**config.mk**
```make
export PLATFORM = sky130hd
export DESIGN_NAME = mmio_io_bank
export DESIGN_NICKNAME = d
export VERILOG_FILES = /design/src/rtl/mmio_io_bank.sv
export SDC_FILE = /design/constraint.sdc
export NUM_CORES = 1
export LEC_CHECK = 0
export BUFFER_PORTS_ARGS = -buffer_cell sky130_fd_sc_hd__buf_2
export CORE_UTILIZATION = 29
export CTS_CLUSTER_DIAMETER = 30
export DETAILED_ROUTE_END_ITERATION = 16
export GPL_TIMING_DRIVEN = 0
export HOLD_SLACK_MARGIN = 0.08
export PLACE_DENSITY = 0.59
export SLEW_MARGIN = 40
export SYNTH_ARGS = -nofsm -noshare
export SYNTH_HDL_FRONTEND = slang
export SYNTH_SLANG_ARGS = --single-unit
```
**constraint.sdc**
```tcl
create_clock -name clk -period 5.41 [get_ports clk]
set_input_delay 0.2705 -clock clk [delete_from_list [all_inputs] [get_ports clk]]
set_output_delay 0.2705 -clock clk [all_outputs]
set_load 0.005 [all_outputs]
```
**src/rtl/mmio_io_bank.sv**
```systemverilog
// MMIO responder for bank 2: keyboard receive FIFO (RCR/RDR) and display transmit
// register (TCR/TDR) with valid/ready handshake and a level interrupt.
module mmio_io_bank #(
  parameter int FIFO_DEPTH = 4
) (
  input  logic        clk,
  input  logic        rst,
  input  logic        en,
  input  logic        memRead,
  input  logic        memWrite,
  input  logic [12:0] addr,
  input  logic [31:0] wdata,
  output logic [31:0] rdata,
  input  logic        kbd_valid,
  input  logic [7:0]  kbd_data,
  output logic        kbd_ready,
  output logic        tx_valid,
  output logic [7:0]  tx_data,
  input  logic        tx_ready,
  output logic        irq
);

  localparam int PTR_W = (FIFO_DEPTH > 1) ? $clog2(FIFO_DEPTH) : 1;
  localparam int CNT_W = PTR_W + 1;
  localparam logic [PTR_W-1:0] PTR_ONE  = PTR_W'(1);
  localparam logic [CNT_W-1:0] CNT_ONE  = CNT_W'(1);
  localparam logic [CNT_W-1:0] CNT_FULL = CNT_W'(FIFO_DEPTH);

  localparam logic [1:0] SEL_RCR = 2'd0;
  localparam logic [1:0] SEL_RDR = 2'd1;
  localparam logic [1:0] SEL_TCR = 2'd2;
  localparam logic [1:0] SEL_TDR = 2'd3;

  typedef enum logic {TX_IDLE, TX_BUSY} txState_t;

  logic             access;
  logic             wrStrobe;
  logic             rdStrobe;
  logic [1:0]       regSel;
  logic             tdrWrite;

  logic [7:0]       fifoMem [FIFO_DEPTH];
  logic [PTR_W-1:0] rdPtr;
  logic [PTR_W-1:0] wrPtr;
  logic [CNT_W-1:0] count;
  logic             rxRdy;
  logic             push;
  logic             pop;

  logic             ieR;
  logic             ieT;
  logic             ovr;
  txState_t         txState;
  logic             txValidQ;
  logic [7:0]       txDataQ;
  logic             txRdy;

  logic             unusedWdata;

  // A combined read+write strobe is treated as a write only, so it never pops.
  assign access   = en & (memRead | memWrite) & (addr[1:0] == 2'b00) & (addr <= 13'hC);
  assign wrStrobe = access & memWrite;
  assign rdStrobe = access & memRead & ~memWrite;
  assign regSel   = addr[3:2];
  assign tdrWrite = wrStrobe & (regSel == SEL_TDR);

  assign rxRdy     = (count != '0);
  assign kbd_ready = (count != CNT_FULL);
  assign push      = kbd_valid & kbd_ready;
  assign pop       = rdStrobe & (regSel == SEL_RDR) & rxRdy;

  always_ff @(posedge clk or posedge rst) begin
    if (rst) begin
      rdPtr <= '0;
      wrPtr <= '0;
      count <= '0;
    end else begin
      if (push) wrPtr <= wrPtr + PTR_ONE;
      if (pop)  rdPtr <= rdPtr + PTR_ONE;
      if (push & ~pop)      count <= count + CNT_ONE;
      else if (pop & ~push) count <= count - CNT_ONE;
    end
  end

  // Storage is only observable while count is non-zero, so it needs no reset.
  always_ff @(posedge clk) begin
    if (push) fifoMem[wrPtr] <= kbd_data;
  end

  always_ff @(posedge clk or posedge rst) begin
    if (rst) begin
      ieR <= 1'b0;
      ieT <= 1'b0;
    end else if (wrStrobe) begin
      if (regSel == SEL_RCR) ieR <= wdata[1];
      if (regSel == SEL_TCR) ieT <= wdata[1];
    end
  end

  // Busy-state TDR writes are rejected using tx_valid as seen before the edge,
  // including the edge on which the handshake completes.
  always_ff @(posedge clk or posedge rst) begin
    if (rst) begin
      txState  <= TX_IDLE;
      txValidQ <= 1'b0;
      txDataQ  <= '0;
      ovr      <= 1'b0;
    end else begin
      if (wrStrobe && (regSel == SEL_TCR) && wdata[2]) ovr <= 1'b0;
      case (txState)
        TX_IDLE: begin
          if (tdrWrite) begin
            txDataQ  <= wdata[7:0];
            txValidQ <= 1'b1;
            txState  <= TX_BUSY;
          end
        end
        TX_BUSY: begin
          if (tdrWrite) ovr <= 1'b1;
          if (tx_ready) begin
            txValidQ <= 1'b0;
            txState  <= TX_IDLE;
          end
        end
      endcase
    end
  end

  assign txRdy    = ~txValidQ;
  assign tx_valid = txValidQ;
  assign tx_data  = txDataQ;
  assign irq      = (ieR & rxRdy) | (ieT & txRdy);

  always_comb begin
    rdata = '0;
    if (rdStrobe) begin
      case (regSel)
        SEL_RCR: rdata = {29'b0, 1'b0, ieR, rxRdy};
        SEL_RDR: rdata = rxRdy ? {24'b0, fifoMem[rdPtr]} : '0;
        SEL_TCR: rdata = {29'b0, ovr, ieT, txRdy};
        default: rdata = {24'b0, txDataQ};
      endcase
    end
  end

  assign unusedWdata = ^wdata[31:8];

endmodule
```
# == After elaboration in Yosys (flattened, before gate mapping) ==
# Memory sizes are Yosys's and may differ from the RTL's.
# Cells that the tools add are included.
# op_classes
n_addsub,4
n_lt_le_gt_ge,1
eq_ne,6
muxes,16
bitwise_logic,21
n_reduce_logical,10
# op_table
operator,count
8-bit case mux with 3 select lines,1
8-bit 2-to-1 mux,2
1-bit AND,14
"13-bit by 4-bit less-or-equal comparator with 1-bit output, second input constant",1
1-bit 2-to-1 mux,9
2-bit AND reduction,4
3-bit 2-to-1 mux,2
1-bit inverter,5
"2-bit by 1-bit adder with 2-bit output, second input constant",2
"2-bit == test, second input constant",2
2-bit zero test,2
"2-bit inequality test, second input constant",2
1-bit case mux with 2 select lines,2
"3-bit by 1-bit adder with 3-bit output, second input constant",1
"3-bit inequality test, second input constant",1
3-bit nonzero test,1
"3-bit by 1-bit subtractor with 3-bit output, second input constant",1
"2-bit by 1-bit == test with 1-bit output, second input constant",1
1-bit logical AND,2
1-bit OR,2
2-bit nonzero test,1
# totals
regBits,20
mem_bits_rw,32
inputBits,60
output_inout_bits,43
word_cells,68
n_memories,1
# memory_table
name,words,word_bits,read_ports,rd_ports_with_merged_regs,write_ports,line,source
fifoMem,4,8,1,0,1,42,logic [7:0] fifoMem [FIFO_DEPTH];

# == Logic depth before layout (Yosys ltp) ==
# Gate-level depths: netlist of run 1.
# depth
ltp_word,11
mapped_depth,9
depth_no_buf,9

# == Worst setup path before layout of run 1 ==
# No wires, ideal clock.
# synth_path
kind,register to register
start,register count[0]
end,register count[1]
setup_time_ns,0.125
t_arrival_ns,1.901
t_required_ns,5.285
setup_slack_ns,3.385
stages_incl_launch_ff,8
n_path_buf,0
period_less_slack_ns,2.025
cell_sequence,dfrtp_1 nor3_1 nor3b_2 nand2_1 ha_1 inv_1 fa_1 mux2_2
# synth_between
elab_chain_cells,5
word_cells_on_any_way,13
classes_between,add/sub: 2; eq/ne: 1; mux: 2; bitwise: 6; reduce/logical: 2
# synth_rtl
item,line,source
"start, declared",45,logic [CNT_W-1:0] count;
"start signal, assigned",80,if (push & ~pop) count <= count + CNT_ONE;
"start signal, assigned",81,else if (pop & ~push) count <= count - CNT_ONE;
branches (longest 5 deep; another with 3-bit by 1-bit subtractor with 3-bit output),--,
# Several ways; the timed one is not identified. The select of a mux whose other input is x is not followed.
# A chain may end at the register's enable or synchronous reset.

# == Worst setup path in the final report of run 1 ==
# Ends and elaborated chain as after synthesis.

==> results of run 1 <==
[worst register-to-register path, delay by kind of cell, from the launching register on]
family	cells	cell delay, ps
adder cells (fa/ha/maj)	2	650
multiplexers	1	260
AND/OR/NAND/NOR	3	790
flip-flops	1	440
buffers and inverters	1	70
[per-layer routing]
metal  up-vias  GRT usage  part of all wire
li1        768          -                 -
met1       731      0.141              0.43
met2        65      0.197              0.48
met3         6     0.0269             0.079
met4         0     0.0336             0.012
met5         -          0                 0
[stage by stage]
step                instance area [µm²]  setup slack, ps  instances
floorplan                          2650             3380        200
global route                       3160             2850        368
CTS                                3150             3060        367
finish                             3160             3100        368
detailed placement                 3050             2950        359
global placement                   3050             2960        359
[area by class of cell]
type / instances / area (µm²) / area share
clock inverters: 3 / 25.0 / 0.00792
repair buffers: 55 / 280 / 0.0887
well taps: 105 / 131 / 0.0416
clock buffers: 5 / 68.8 / 0.0218
plain buffers: 28 / 196 / 0.0622
flip-flops and latches: 52 / 1460 / 0.463
inverters: 8 / 30.0 / 0.00951
multi-input cells: 112 / 965 / 0.305
[worst max-delay path by stage]
stage | slack (ps) | from | to
2_1_floorplan | 3380 | count[0] | count[1]
6_report | 3100 | count[0] | count[1]
4_1_cts | 3060 | count[0] | count[1]
5_1_grt | 2850 | count[0] | count[1]
3_3_place_gp | 2960 | addr[3] | count[1]
3_5_place_dp | 2950 | addr[3] | count[1]
[power breakdown]
part / internal [µW] / switching (µW) / leakage (µW)
clock network: 94.5 / 138 / 0.0000452
registers: 496 / 30.2 / 0.000561
logic: 85.5 / 103 / 0.000797
total: 676 / 271 / 0.00140
[flip-flops by register name (all words and copies together) (netlist names)]
register and flops:
count 3, fifoMem 32, ieR 1, ieT 1, ovr 1, rdPtr 2
txState 1, tx_data 8, tx_valid 1, wrPtr 2
[cell usage in the layout (no fill, tap or decap), types with 6 or more instances in the layout]
master	instances
conb_1	24
buf_2	55
mux4_2	8
buf_4	24
mux2_4	8
a22oi_1	6
nand2_1	6
edfxtp_1	32
nor2_1	11
dfrtp_1	20
inv_1	7
[repair_timing]
item                                   4_1_cts  5_1_grt
endpoints found under the hold margin        0       20
buffers inserted                             0        0
hold buffers                                 0        1
[cell families (layout without fill, tap and decap cells)]
group | Yosys count | after routing | share of synthesized area
buf+inv | 36 | 99 | 0.0882
simple gates | 38 | 38 | 0.103
flops | 52 | 52 | 0.569
other cells | 1 | 24 | 0.00146
mux | 21 | 21 | 0.138
fa+ha+maj | 6 | 6 | 0.0322
compound gates | 17 | 17 | 0.0468
xor+xnor | 6 | 6 | 0.0205
==> impl_metrics.yaml, run 1 <==
status:
  status: "completed"
floorplan:
  die-area_um2: 9230
  start_util: 0.306
  fp.dieW_um: 96.1
  design.core.area_um2: 8380
  io_pins: 103
  fp-row-count: 33
  die_h_um: 96.1
synth:
  synth_top_area_frac: 0.374
  syn_area_um2: 2570
  synth-async-reset-ratio: 0.385
  ys_types: 40
  ys.flop_type: "edfxtp_1"
  synth_seq_area_share: 0.569
  synthCells: 177
  synth_top_area_cell: "edfxtp_1"
  synth.most_common_cell: "edfxtp_1"
  ys_ff_latch: 52
  avgSynthCellArea_um2: 14.5
  synth_common_cells: "32 x edfxtp_1, 24 x buf_4, 20 x dfrtp_1"
  ys_warn_count: 0
  synth_edf_count: 32
  synth_area_leaders: "edfxtp_1 37%, dfrtp_1 20%, buf_4 7.0%, mux4_2 7.0%, mux2_4 4.7%"
timing:
  slew_viol_final: 0
  holdWs_ps: 134
  fin_setup_tns_ps: 0
  final.min_clock_period_ps: 2310
  skew_ps: 10.5
  final_hold_viol_count: 0
  relSlewSlack: 0.513
  setup_violations: 0
  max_freq_ghz: 0.432
  post-route-period-util: 0.427
  rsz0062_at_grt: "false"
  worst_pin_slew_ps: 728
worst_setup_path:
  critPathKind: "reg2reg"
  critical_path_depth: 7
  r2r_cells: 7
  r2r_end: "count[1]"
  cp-start-kind: "flip-flop"
  critPathTopFamily: "simple AND/OR/NAND/NOR gates"
  crit_arrival_ps: 2520
  required_ps: 5620
  rr_startpoint: "count[0]"
  cpPeakStageDelay_ps: 470
  critical_path.slowest_cell: "nor3b_2"
  crit_chain: "nor3_1 -> nor3b_2 -> nand2_1 -> ha_1 -> inv_1 -> fa_1 -> mux2_2"
  cp_num_buf_inv: 1
  crit_fanout: 8
  endpoint_kind: "flip-flop"
  r2r_slack_ps: 3100
global_routing:
  track_usage: 0.114
  antenna_found_initial: 0
  grt_start_max_net_pins: 21
  grt_pass1_vias: 1500
  gr-total-overflow: 0
  grt_pass1_wl_um: 7570
placement:
  port_buffers: 54
  hpwl_um: 3720
  gp_congestion: 0.679
cts:
  ctsLongestPathBuffers: 2
  clk_root_buffer_cell: "clkbuf_8"
  clock-sinks: 52
  clk_latency_ps: 310
  htreeDepth: 2
  clkTransAtPathRegs_ps: 100
  cts_resized: 0
  cts_tree: "built"
  cts_buffers: 5
route:
  wirelength_um: 4970
  post_drt_wl_per_cell_um: 13.5
  antenna_left: 0
  dr.pass1.iters: 4
  routed_via_density: 4.27
  drc: 0
  drtIter0Drc: 61
  vias: 1570
run:
  drv_cap: 0
min_path:
  holdPathStages: 2
  hp-start: "tx_ready"
  holdPathEnd: "tx_valid"
  hp-class: "in2reg"
finish:
  syn_to_final_growth_pct: 23.1
  fillers: 822
  drive_above_1_share: 0.426
  fin_nets: 328
  utilization: 0.377
  n_antenna_cell: 0
pwr:
  total_leakage_power_uw: 0.00140
  ir_drop_v: 0.000181
  p_per_area_nw_per_um2: 300
  finalPower_uw: 947
(Power assumes the default switching activity.)
==> inputs of run 2 (changes only) <==
- clock period: 5.41 -> 2.2 ns (I/O delays scaled with it)
==> run 2 against run 1 <==
- sequential share of layout area is 2.5 points lower
- largest power group unchanged
- clock skew is 3.0 ps higher
- highest routed layer unchanged
- global-route usage is 0.36 points higher
- largest cell class unchanged
- critical endpoint is now rdata[1]
==> impl_metrics.yaml, run 2 (synthesis gave the netlist of run 1 again) <==
route:
  drc: 0
  wirelength_um: 5130
  vias: 1633
  routed_via_density: 4.24
  post_drt_wl_per_cell_um: 13.3
  drtIter0Drc: 51
  dr.pass1.iters: 4
  antenna_left: 0
placement:
  placed_cell_area_um2: 3050
  port_buffers: 54
  gp_congestion: 0.679
  hpwl_um: 3720
  dp_slack_ps: -135
worst_setup_path:
  critical_path.slowest_cell: "mux4_2"
  crit_chain: "buf_2 -> mux4_2 -> a22oi_1 -> a211oi_1 -> buf_2"
  r2r_end: "count[2]"
  required_ps: 2090
  r2r_cells: 9
  r2r_slack_ps: 180
  crit_top_cell: "buf_2"
  cp-startpoint: "rdPtr[0]"
  crit_arrival_ps: 1940
  cpPeakStageDelay_ps: 550
  crit_fanout: 10
  rr_startpoint: "count[2]"
  cp-start-kind: "flip-flop"
  critPathKind: "reg2out"
  endpoint_kind: "primary output"
timing:
  worst_pin_slew_ps: 735
  final_hold_viol_count: 0
  max_freq_ghz: 0.488
  slew_viol_final: 0
  skew_ps: 13.5
  rsz0062_at_grt: "false"
  post-route-period-util: 0.932
  setup_violations: 0
  relSlewSlack: 0.508
  fin_ws_ps: 149
  final.min_clock_period_ps: 2050
finish:
  seqCellArea_um2: 1460
  final_common_cell: "buf_2"
  syn_to_final_growth_pct: 30.4
  drive_above_1_share: 0.414
  fin_area_um2: 3350
  largest_reg_flops: 32
  n_antenna_cell: 0
  fillers: 806
  fin_nets: 345
  layout_common_cells: "55 x buf_2, 32 x edfxtp_1, 25 x buf_4, 24 x conb_1"
  top_register: "fifoMem"
  multi_input_area_um2: 976
cts:
  clkTransAtPathRegs_ps: 100
  clk_latency_ps: 320
  htreeDepth: 2
  cts_tree: "built"
  cts_buffers: 5
  ctsLongestPathBuffers: 2
  clock-sinks: 52
  clk_root_buffer_cell: "clkbuf_8"
global_routing:
  grt_pass1_vias: 1588
  antenna_found_initial: 0
  grt_start_max_net_pins: 21
  gr-total-overflow: 0
  track_usage: 0.118
  grt_pass1_wl_um: 7870
status:
  status: "completed"
floorplan:
  fp-row-count: 33
  start_util: 0.306
  fp.dieW_um: 96.1
  design.core.area_um2: 8380
  die-area_um2: 9230
  die_h_um: 96.1
  io_pins: 103
min_path:
  holdPathStages: 4
  hp-start: "addr[11]"
  hp-class: "in2reg"
  holdPathEnd: "ovr"
pwr:
  ir_drop_v: 0.000450
  p_per_area_nw_per_um2: 713
  total_leakage_power_uw: 0.00148
run:
  drv_cap: 0
[run 2: worst max-delay path by stage]
stage                          end  slack [ps]
after global placement    count[1]        -110
final                     rdata[1]         150
after floorplan           count[1]         170
after global routing      count[2]           5
after CTS                 rdata[0]          40
after detailed placement  count[1]        -130
[run 2: power breakdown]
part / switching [µW] / internal [µW]
sequential: 90.7 / 1220
combinational: 256 / 239
clock: 343 / 232
[run 2: worst max-delay path, delay by kind of cell (launching register included)]
family	cells	cell delay, ps
DFF	1	330
muxes	1	550
AOI/OAI and AO/OA	2	270
buffers and inverters	2	470
[run 2: per-layer routing]
layer / wire length [µm] / part of all wire / GRT usage / vias up
li1: - / - / - / 798
met1: 2260 / 0.44 / 0.146 / 766
met2: 2480 / 0.48 / 0.205 / 63
met3: 333 / 0.065 / 0.0253 / 6
met4: 58 / 0.011 / 0.0336 / 0
met5: 0 / 0 / 0 / -
[run 2: final cells by class]
cell class	instances	area share
Sequential cell	52	0.438
Multi-Input combinational cell	112	0.292
Timing Repair Buffer	73	0.137
Buffer	27	0.0576
Tap cell	105	0.0393
Clock buffer	5	0.0206
Inverter	8	0.00898
Clock inverter	3	0.00748
[run 2: repair_timing]
action | in CTS | in global routing
setup endpoints to repair | 2 | 3
hold endpoints to repair | 64 | 0
gates resized for setup | 1 | 4
pin swaps | 1 | 0
hold buffers | 18 | 0
buffers inserted | 1 | 0
[run 2: metrics by stage]
stage | hold WS, ps | TNS [ps] | total power (µW) | utilization | instances
global route | 234 | 0 | 2530 | 0.399 | 385
finish | 211 | 0 | 2380 | 0.399 | 385
CTS | 215 | 0 | 2390 | 0.399 | 386
global placement | 305 | -165 | 1760 | 0.364 | 359
detailed placement | 311 | -245 | 1790 | 0.364 | 359
floorplan | 73.8 | 0 | 1630 | - | 200
